File: src/rtl/lfsr_run_ctrl.sv
// -----------------------------------------------------------------------------
// lfsr_run_ctrl
// Sequences one complete period of an external W-bit LFSR. It seeds the LFSR
// and clears the companion ones-counter. It then steps both until the LFSR
// returns to SEED, and latches the ones-count and the period length. Lock-up
// (all-zero state) and runaway (no return within 2^W-1 steps) are reported
// through a sticky error flag. A run can be paused or aborted.
//
// Ports
//   i_clk        rising-edge clock
//   i_rst_n      asynchronous active-low reset
//   i_start      run request, only honoured in IDLE
//   i_abort      cancel an active run (wins over start in IDLE)
//   i_pause      freeze stepping while in RUN
//   i_lfsr_q     current LFSR state
//   i_count_q    current ones-counter value
//   o_lfsr_load  load SEED into the LFSR this cycle
//   o_lfsr_seed  constant SEED
//   o_lfsr_en    advance the LFSR this cycle
//   o_cnt_clr    clear the counter this cycle
//   o_cnt_en     counter increment enable (MSB of the presented LFSR state)
//   o_busy       high while in LOAD or RUN
//   o_done       one-cycle pulse on successful completion
//   o_err        sticky fault flag, cleared by the next accepted start
//   o_result     ones-count of the last good run
//   o_period     step count of the last good run
// -----------------------------------------------------------------------------
module lfsr_run_ctrl #(
  parameter int unsigned    W    = 22,
  parameter logic [W-1:0]   SEED = {W{1'b1}}
) (
  input  logic         i_clk,
  input  logic         i_rst_n,
  input  logic         i_start,
  input  logic         i_abort,
  input  logic         i_pause,
  input  logic [W-1:0] i_lfsr_q,
  input  logic [W-1:0] i_count_q,
  output logic         o_lfsr_load,
  output logic [W-1:0] o_lfsr_seed,
  output logic         o_lfsr_en,
  output logic         o_cnt_clr,
  output logic         o_cnt_en,
  output logic         o_busy,
  output logic         o_done,
  output logic         o_err,
  output logic [W-1:0] o_result,
  output logic [W-1:0] o_period
);

  typedef enum logic [2:0] {
    S_IDLE  = 3'd0,
    S_LOAD  = 3'd1,
    S_RUN   = 3'd2,
    S_DONE  = 3'd3,
    S_ERROR = 3'd4
  } state_t;

  localparam logic [W-1:0] STEP_ZERO = {W{1'b0}};
  localparam logic [W-1:0] STEP_ONE  = {{(W-1){1'b0}}, 1'b1};
  localparam logic [W-1:0] STEP_MAX  = {W{1'b1}};

  state_t       r_state;
  state_t       w_state_nxt;
  logic [W-1:0] r_step_cnt;
  logic [W-1:0] w_step_nxt;
  logic         r_busy;
  logic         r_done;
  logic         r_err;
  logic [W-1:0] r_result;
  logic [W-1:0] r_period;

  logic         w_lfsr_load;
  logic         w_cnt_clr;
  logic         w_lfsr_en;
  logic         w_cnt_en;
  logic         w_set_err;
  logic         w_clr_err;
  logic         w_latch;

  // Next-state, step counter and strobe decode. Strobes depend only on the
  // registered state, the registered step count and inputs that are themselves
  // register outputs, so they settle well before the next sampling edge.
  always_comb begin
    w_state_nxt = r_state;
    w_step_nxt  = r_step_cnt;
    w_lfsr_load = 1'b0;
    w_cnt_clr   = 1'b0;
    w_lfsr_en   = 1'b0;
    w_cnt_en    = 1'b0;
    w_set_err   = 1'b0;
    w_clr_err   = 1'b0;
    w_latch     = 1'b0;
    case (r_state)
      S_IDLE: begin
        if (i_start && !i_abort) begin
          w_state_nxt = S_LOAD;
          w_clr_err   = 1'b1;
        end else begin
          w_state_nxt = S_IDLE;
        end
      end
      S_LOAD: begin
        w_lfsr_load = 1'b1;
        w_cnt_clr   = 1'b1;
        w_step_nxt  = STEP_ZERO;
        if (i_abort) begin
          w_state_nxt = S_IDLE;
        end else begin
          w_state_nxt = S_RUN;
        end
      end
      S_RUN: begin
        if (i_abort) begin
          w_state_nxt = S_IDLE;
        end else if (i_lfsr_q == STEP_ZERO) begin
          w_state_nxt = S_ERROR;
          w_set_err   = 1'b1;
        end else if ((r_step_cnt != STEP_ZERO) && (i_lfsr_q == SEED)) begin
          // Back at SEED: the counter already holds the last MSB, so latch now.
          w_state_nxt = S_DONE;
          w_latch     = 1'b1;
        end else if (r_step_cnt == STEP_MAX) begin
          // A maximal LFSR would have returned to SEED by now.
          w_state_nxt = S_ERROR;
          w_set_err   = 1'b1;
        end else if (i_pause) begin
          w_state_nxt = S_RUN;
        end else begin
          w_lfsr_en  = 1'b1;
          w_cnt_en   = i_lfsr_q[W-1];
          w_step_nxt = r_step_cnt + STEP_ONE;
        end
      end
      S_DONE: begin
        w_state_nxt = S_IDLE;
      end
      S_ERROR: begin
        w_state_nxt = S_IDLE;
      end
      default: begin
        w_state_nxt = S_IDLE;
      end
    endcase
  end

  // State register, step counter and registered status outputs.
  always_ff @(posedge i_clk or negedge i_rst_n) begin
    if (!i_rst_n) begin
      r_state    <= S_IDLE;
      r_step_cnt <= STEP_ZERO;
      r_busy     <= 1'b0;
      r_done     <= 1'b0;
      r_err      <= 1'b0;
      r_result   <= STEP_ZERO;
      r_period   <= STEP_ZERO;
    end else begin
      r_state    <= w_state_nxt;
      r_step_cnt <= w_step_nxt;
      r_busy     <= (w_state_nxt == S_LOAD) || (w_state_nxt == S_RUN);
      r_done     <= (w_state_nxt == S_DONE);
      if (w_clr_err) begin
        r_err <= 1'b0;
      end else if (w_set_err) begin
        r_err <= 1'b1;
      end else begin
        r_err <= r_err;
      end
      // Latched on entry to DONE so the values are valid alongside o_done;
      // the counter does not move while in DONE.
      if (w_latch) begin
        r_result <= i_count_q;
        r_period <= r_step_cnt;
      end else begin
        r_result <= r_result;
        r_period <= r_period;
      end
    end
  end

  assign o_lfsr_load = w_lfsr_load;
  assign o_cnt_clr   = w_cnt_clr;
  assign o_lfsr_en   = w_lfsr_en;
  assign o_cnt_en    = w_cnt_en;
  assign o_lfsr_seed = SEED;
  assign o_busy      = r_busy;
  assign o_done      = r_done;
  assign o_err       = r_err;
  assign o_result    = r_result;
  assign o_period    = r_period;

endmodule
File: config.mk
export PLATFORM = sky130hd
export DESIGN_NAME = lfsr_run_ctrl
export DESIGN_NICKNAME = d
export VERILOG_FILES = /design/src/rtl/lfsr_run_ctrl.sv
export SDC_FILE = /design/constraint.sdc
export NUM_CORES = 1
export LEC_CHECK = 0
export ABC_AREA = 1
export CORE_MARGIN = 2
export CORE_UTILIZATION = 43
export DETAILED_ROUTE_END_ITERATION = 7
export HOLD_SLACK_MARGIN = 0.05
export PLACE_DENSITY = 0.77
export SETUP_SLACK_MARGIN = 0.4
export SLEW_MARGIN = 5
export SYNTH_ARGS = -nofsm -noshare
export SYNTH_HDL_FRONTEND = slang
export SYNTH_SLANG_ARGS = --single-unit
File: constraint.sdc
create_clock -name i_clk -period 2.01 [get_ports i_clk]
set_input_delay 0.402 -clock i_clk [delete_from_list [all_inputs] [get_ports i_clk]]
set_output_delay 0.402 -clock i_clk [all_outputs]
set_load 0.03 [all_outputs]
== Yosys cells after proc, flatten, opt, wreduce, memory -nomap -nowiden ==
Index checks and enable logic that the tools add are counted.

* Register bits after elaboration: 72
* Bits of input ports: 49
* Output and inout bits: 73
* Logic and storage cells: 70

* Add/sub/neg operators: 1
* Eq/ne operators: 12
* Mux-type cells: 40
* Reduce and logical (&&, ||, !) cells: 10

{| class="wikitable"
|+ Operators with widths
! cell !! number
|-
| $mux 22 || 5
|-
| $eq 22x22->1 const B || 2
|-
| $pmux 22 s2 || 1
|-
| $mux 1 || 27
|-
| $add 22x1->22 const B || 1
|-
| $logic_not 22->1 || 1
|-
| $reduce_bool 22->1 || 1
|-
| $mux 3 || 5
|-
| $ne 2x2->1 const B || 5
|-
| $eq 3x2->1 const B || 3
|-
| $pmux 3 s3 || 1
|-
| $eq 3x1->1 const B || 2
|-
| $reduce_and 6->1 || 1
|-
| $reduce_bool 2->1 || 2
|-
| $logic_not 3->1 || 1
|-
| $logic_and 1x1->1 || 2
|-
| $mux 2 || 1
|-
| $logic_not 1->1 || 1
|-
| $logic_or 1x1->1 || 1
|}

== Logic depth before layout (Yosys ltp) ==
* Depth after elaboration: 8
* Gate-level depth with buffers: 12
* Mapped depth without buffers: 12

== Worst setup path after synthesis ==
Ideal clock, no wire load.

* Path kind: register -> output
* From: register r_state[2]
* To: output o_cnt_en
* Arrival time: 2144 ps
* Data required time: 1608 ps
* Path slack: -536 ps
* Stages on the path, launching flop included: 6
* Path buffers: 2
* Cells stage by stage: dfrtp_1 -> nor3_4 -> inv_2 -> buf_6 -> clkbuf_1 -> nor4_1

* Longest elaborated chain between the ends: 2

{| class="wikitable"
|+ RTL lines
! element !! line !! text
|-
| from (decl) || 63 || <nowiki>state_t r_state;</nowiki>
|-
| from (signal assigned) || 158 || <nowiki>r_state <= w_state_nxt;</nowiki>
|-
| $eq 3x2->1 || 94 || <nowiki>case (r_state)</nowiki>
|-
| $mux 1 || 94 ||
|-
| to (decl) || 43 || <nowiki>output logic o_cnt_en,</nowiki>
|}

Every way passes these cells.

== Worst setup path in the final report ==
* From: register r_step_cnt[7]
* To: output o_lfsr_en

* Longest elaborated chain between the ends: 6
* Elaborated cells between the ends (all ways): 8
* Classes of those cells: eq/ne (1); mux (5); reduce/logical (2)

{| class="wikitable"
|+ RTL lines
! element !! line !! text
|-
| from (decl) || 65 || <nowiki>logic [W-1:0] r_step_cnt;</nowiki>
|-
| from (signal assigned) || 159 || <nowiki>r_step_cnt <= w_step_nxt;</nowiki>
|-
| $eq 22x22->1 or $reduce_bool 22->1 (tied branches) || 123, 119 ||
|-
| $mux 1 or $logic_and 1x1->1 (tied branches) || 123, 119 ||
|-
| $mux 1 * || 119 || <nowiki>end else if ((r_step_cnt != STEP_ZERO) && (i_lfsr_q == SEED)) begin</nowiki>
|-
| $mux 1 * || 116 || <nowiki>end else if (i_lfsr_q == STEP_ZERO) begin</nowiki>
|-
| $mux 1 * || 114 || <nowiki>if (i_abort) begin</nowiki>
|-
| $mux 1 * || 94 ||
|-
| to (decl) || 41 || <nowiki>output logic o_lfsr_en,</nowiki>
|}

Mark *: on every way between the ends. The rest lies on a longest branch, timed or not.

==> flow_metrics.tcl <==
set metrics [dict create \
    grt_use_total 0.259 \
    power_density_nw_per_um2 518 \
    final_area_um2 6680 \
    synth_edf_count 0 \
    period_share 1.20 \
    leakage_nw 3.40 \
    synth_ff_type "dfrtp_1" \
    whs_path_depth 2 \
    cts_buffer_depth 2 \
    clock_latency_ps 360 \
    tns_ps -5910 \
    slew_viol_final 0 \
    grt_pass1_vias 4204 \
    drt_iter0_markers 374 \
    final_cells 853 \
    hold_class "flop to flop" \
    num_io_pins 122 \
    post-place-ws_ps -292 \
    overflow 0 \
    final_layout_size_suffix_gt1_frac 0.318 \
    tightest_slew_ps 547 \
    syn_area_um2 4030 \
    dr.pass1.iters 6 \
    r2r_start "r_step_cnt[0]$_DFFE_PN0P_" \
    min_from "o_period[9]$_DFFE_PN0P_" \
    crit_slowest_cell "dfrtp_2" \
    cts_root_buffer "clkbuf_8" \
    numCtsBuffers 9 \
    antenna_cells 0 \
    path_max_fanout 6 \
    yosysWarnings 0 \
    portBuffers 99 \
    hold_viol_final 0 \
    start_kind "flop" \
    r2r_cells 16 \
    finalWirelength_um 14400 \
    crit_type "flop to primary output" \
    path_clk_slew_ps 80 \
    grt_pass1_wl_um 20300 \
    htree_num_levels 3 \
    rsz0062_at_grt "yes" \
    regToRegEndpoint "o_result[2]$_DFFE_PN0P_" \
    drtAntennaViolNets 0 \
    rows 35 \
    die_area_um2 10200 \
    worstPathArrival_ps 2010 \
    die_h_um 101 \
    grt_start_max_net_pins 34 \
    dp_hpwl_um 8000 \
    drc_errors 0 \
    cap_violations 0 \
    setup_viol 52 \
    fill_cells 641 \
    run_status "finished with violations" \
    areaGrowthSynthToFinish_pct 65.9 \
    max_stage_delay_ps 470 \
    antenna_found_initial 0 \
    dpl_cell_area_um2 5350 \
    worst_ep_required_time_ps 1610 \
    synth-async-reset-ratio 1.00 \
    setup_slack_ps -401 \
    syn_area_per_cell_um2 7.49 \
    placed_cells 777 \
    core_area_um2 9150 \
    via_count 4435 \
    final_common_cell "nand2_1" \
    start_util 0.440 \
    min_to "o_period[9]$_DFFE_PN0P_" \
    fmax_mhz 415 \
    die_w_um 101 \
    layout_common_cells "150 x nand2_1, 71 x nor2_1, 70 x dfrtp_1" \
    synth-seq-cells 72 \
    worstPathCellList "inv_1, nand3_1, nor2_1, nand3_1, nand2_2, nand3_4, nand2_4, nand2_4, nor2_4, buf_12" \
    min_period_ps 2410 \
    clock-sinks 72 \
    seq_area_frac_synth 0.447 \
    cp-end-kind "primary output" \
    gp_congestion 0.915 \
    clock-skew-final_ps 11.1 \
    wl_per_cell_um 16.8 \
    fin_nets 788 \
    rrSetupSlack_ps -150 \
    relSlewSlack 0.635 \
    failed_checks "setup timing" \
    cts_tree "done" \
    peakVddDrop_mv 0.326 \
    viasPerCell 5.20 \
    synthDistinctLibCells 34 \
    synthCells 538 \
]
## worst max-delay path: cells and delay by family, from the launching register on
family / cells / cell delay (ps)
flops: 1 / 470
simple gates: 8 / 900
buf+inv: 2 / 280
## power breakdown
part	switching (mW)	leakage (nW)	internal, mW	total [mW]
clock network	0.614	0.125	0.840	1.45
registers	0.00698	1.00	1.45	1.46
logic	0.281	2.28	0.266	0.547
## Yosys cell counts (2+ instances only)
| master | instances | share of area |
|---|---|---|
| dfrtp_1 | 72 | 0.45 |
| buf_2 | 4 | 0.0050 |
| ha_1 | 2 | 0.0062 |
| inv_2 | 4 | 0.0037 |
| nand2_1 | 199 | 0.19 |
| buf_6 | 6 | 0.017 |
| nand2_2 | 5 | 0.0078 |
| nand3_2 | 2 | 0.0050 |
| nand4_1 | 12 | 0.019 |
| xor2_1 | 13 | 0.028 |
| nand3_1 | 35 | 0.043 |
| nor3_1 | 10 | 0.012 |
| nor2_4 | 2 | 0.0056 |
| o21ai_1 | 20 | 0.025 |
| nor2_1 | 78 | 0.073 |
| buf_4 | 27 | 0.050 |
| inv_1 | 30 | 0.028 |
## how the worst max path moves through the flow
stage	from	end	slack [ps]	depth (start not counted)
2_1_floorplan	r_step_cnt[0]$_DFFE_PN0P_	o_lfsr_en	-40	11
3_3_place_gp	i_lfsr_q[9]	o_period[1]$_DFFE_PN0P_	-220	12
3_5_place_dp	i_lfsr_q[14]	o_period[12]$_DFFE_PN0P_	-290	10
4_1_cts	r_step_cnt[0]$_DFFE_PN0P_	o_lfsr_en	-290	11
5_1_grt	r_step_cnt[0]$_DFFE_PN0P_	o_lfsr_en	-440	11
6_report	r_step_cnt[7]$_DFFE_PN0P_	o_lfsr_en	-400	10
## cells by family after synthesis
group,after synthesis,share of synthesized area
AOI/OAI and AO/OA,24,0.0354
xor gates and xnor gates,14,0.0304
adders and majority gates,2,0.00621
buffers and inverters,73,0.106
DFF,72,0.447
other,1,0.000931
and+or+nand+nor,352,0.373
## metrics by stage
| stage | total power [mW] | utilization | hold slack (ps) |
|---|---|---|---|
| after global placement | 1.86 | 0.585 | 406 |
| final | 3.46 | 0.730 | 477 |
| after CTS | 3.42 | 0.687 | 481 |
| after floorplan | 1.71 | - | 106 |
| after global routing | 3.55 | 0.730 | 503 |
| after detailed placement | 1.86 | 0.585 | 412 |
## what timing repair did
action                                  CTS  global route
pin swaps                                29            13
cloned                                    6             6
hold buffers                              1             0
setup buffers                            35            12
endpoints found under the setup margin  123            80
hold endpoints to repair                 22             0
resized for setup                       210            40
## metal layers
| metal | track usage | part of all wire | up-vias |
|---|---|---|---|
| met5 | 0 | 0 | - |
| met4 | 0.132 | 0.040 | 0 |
| met3 | 0.0451 | 0.075 | 54 |
| met2 | 0.467 | 0.51 | 245 |
| met1 | 0.293 | 0.37 | 2077 |
| li1 | - | - | 2059 |
## layout make-up
cell class	instances	area (µm²)	share of cell area
clock buffers	9	124	0.0185
inverters	35	148	0.0221
repair inverters	5	92.6	0.0139
well taps	111	139	0.0208
clock inverters	7	125	0.0187
multi-input cells	414	2250	0.336
repair buffers	200	2000	0.299
flip-flops and latches	72	1800	0.270
## registers in the layout (all words and copies together), names as in the netlist
register,count
o_period,22
o_result,22
r_step_cnt,22
r_state,3
o_busy,1
o_done,1
o_err,1
Note: power is estimated with default switching activity, not from simulation.
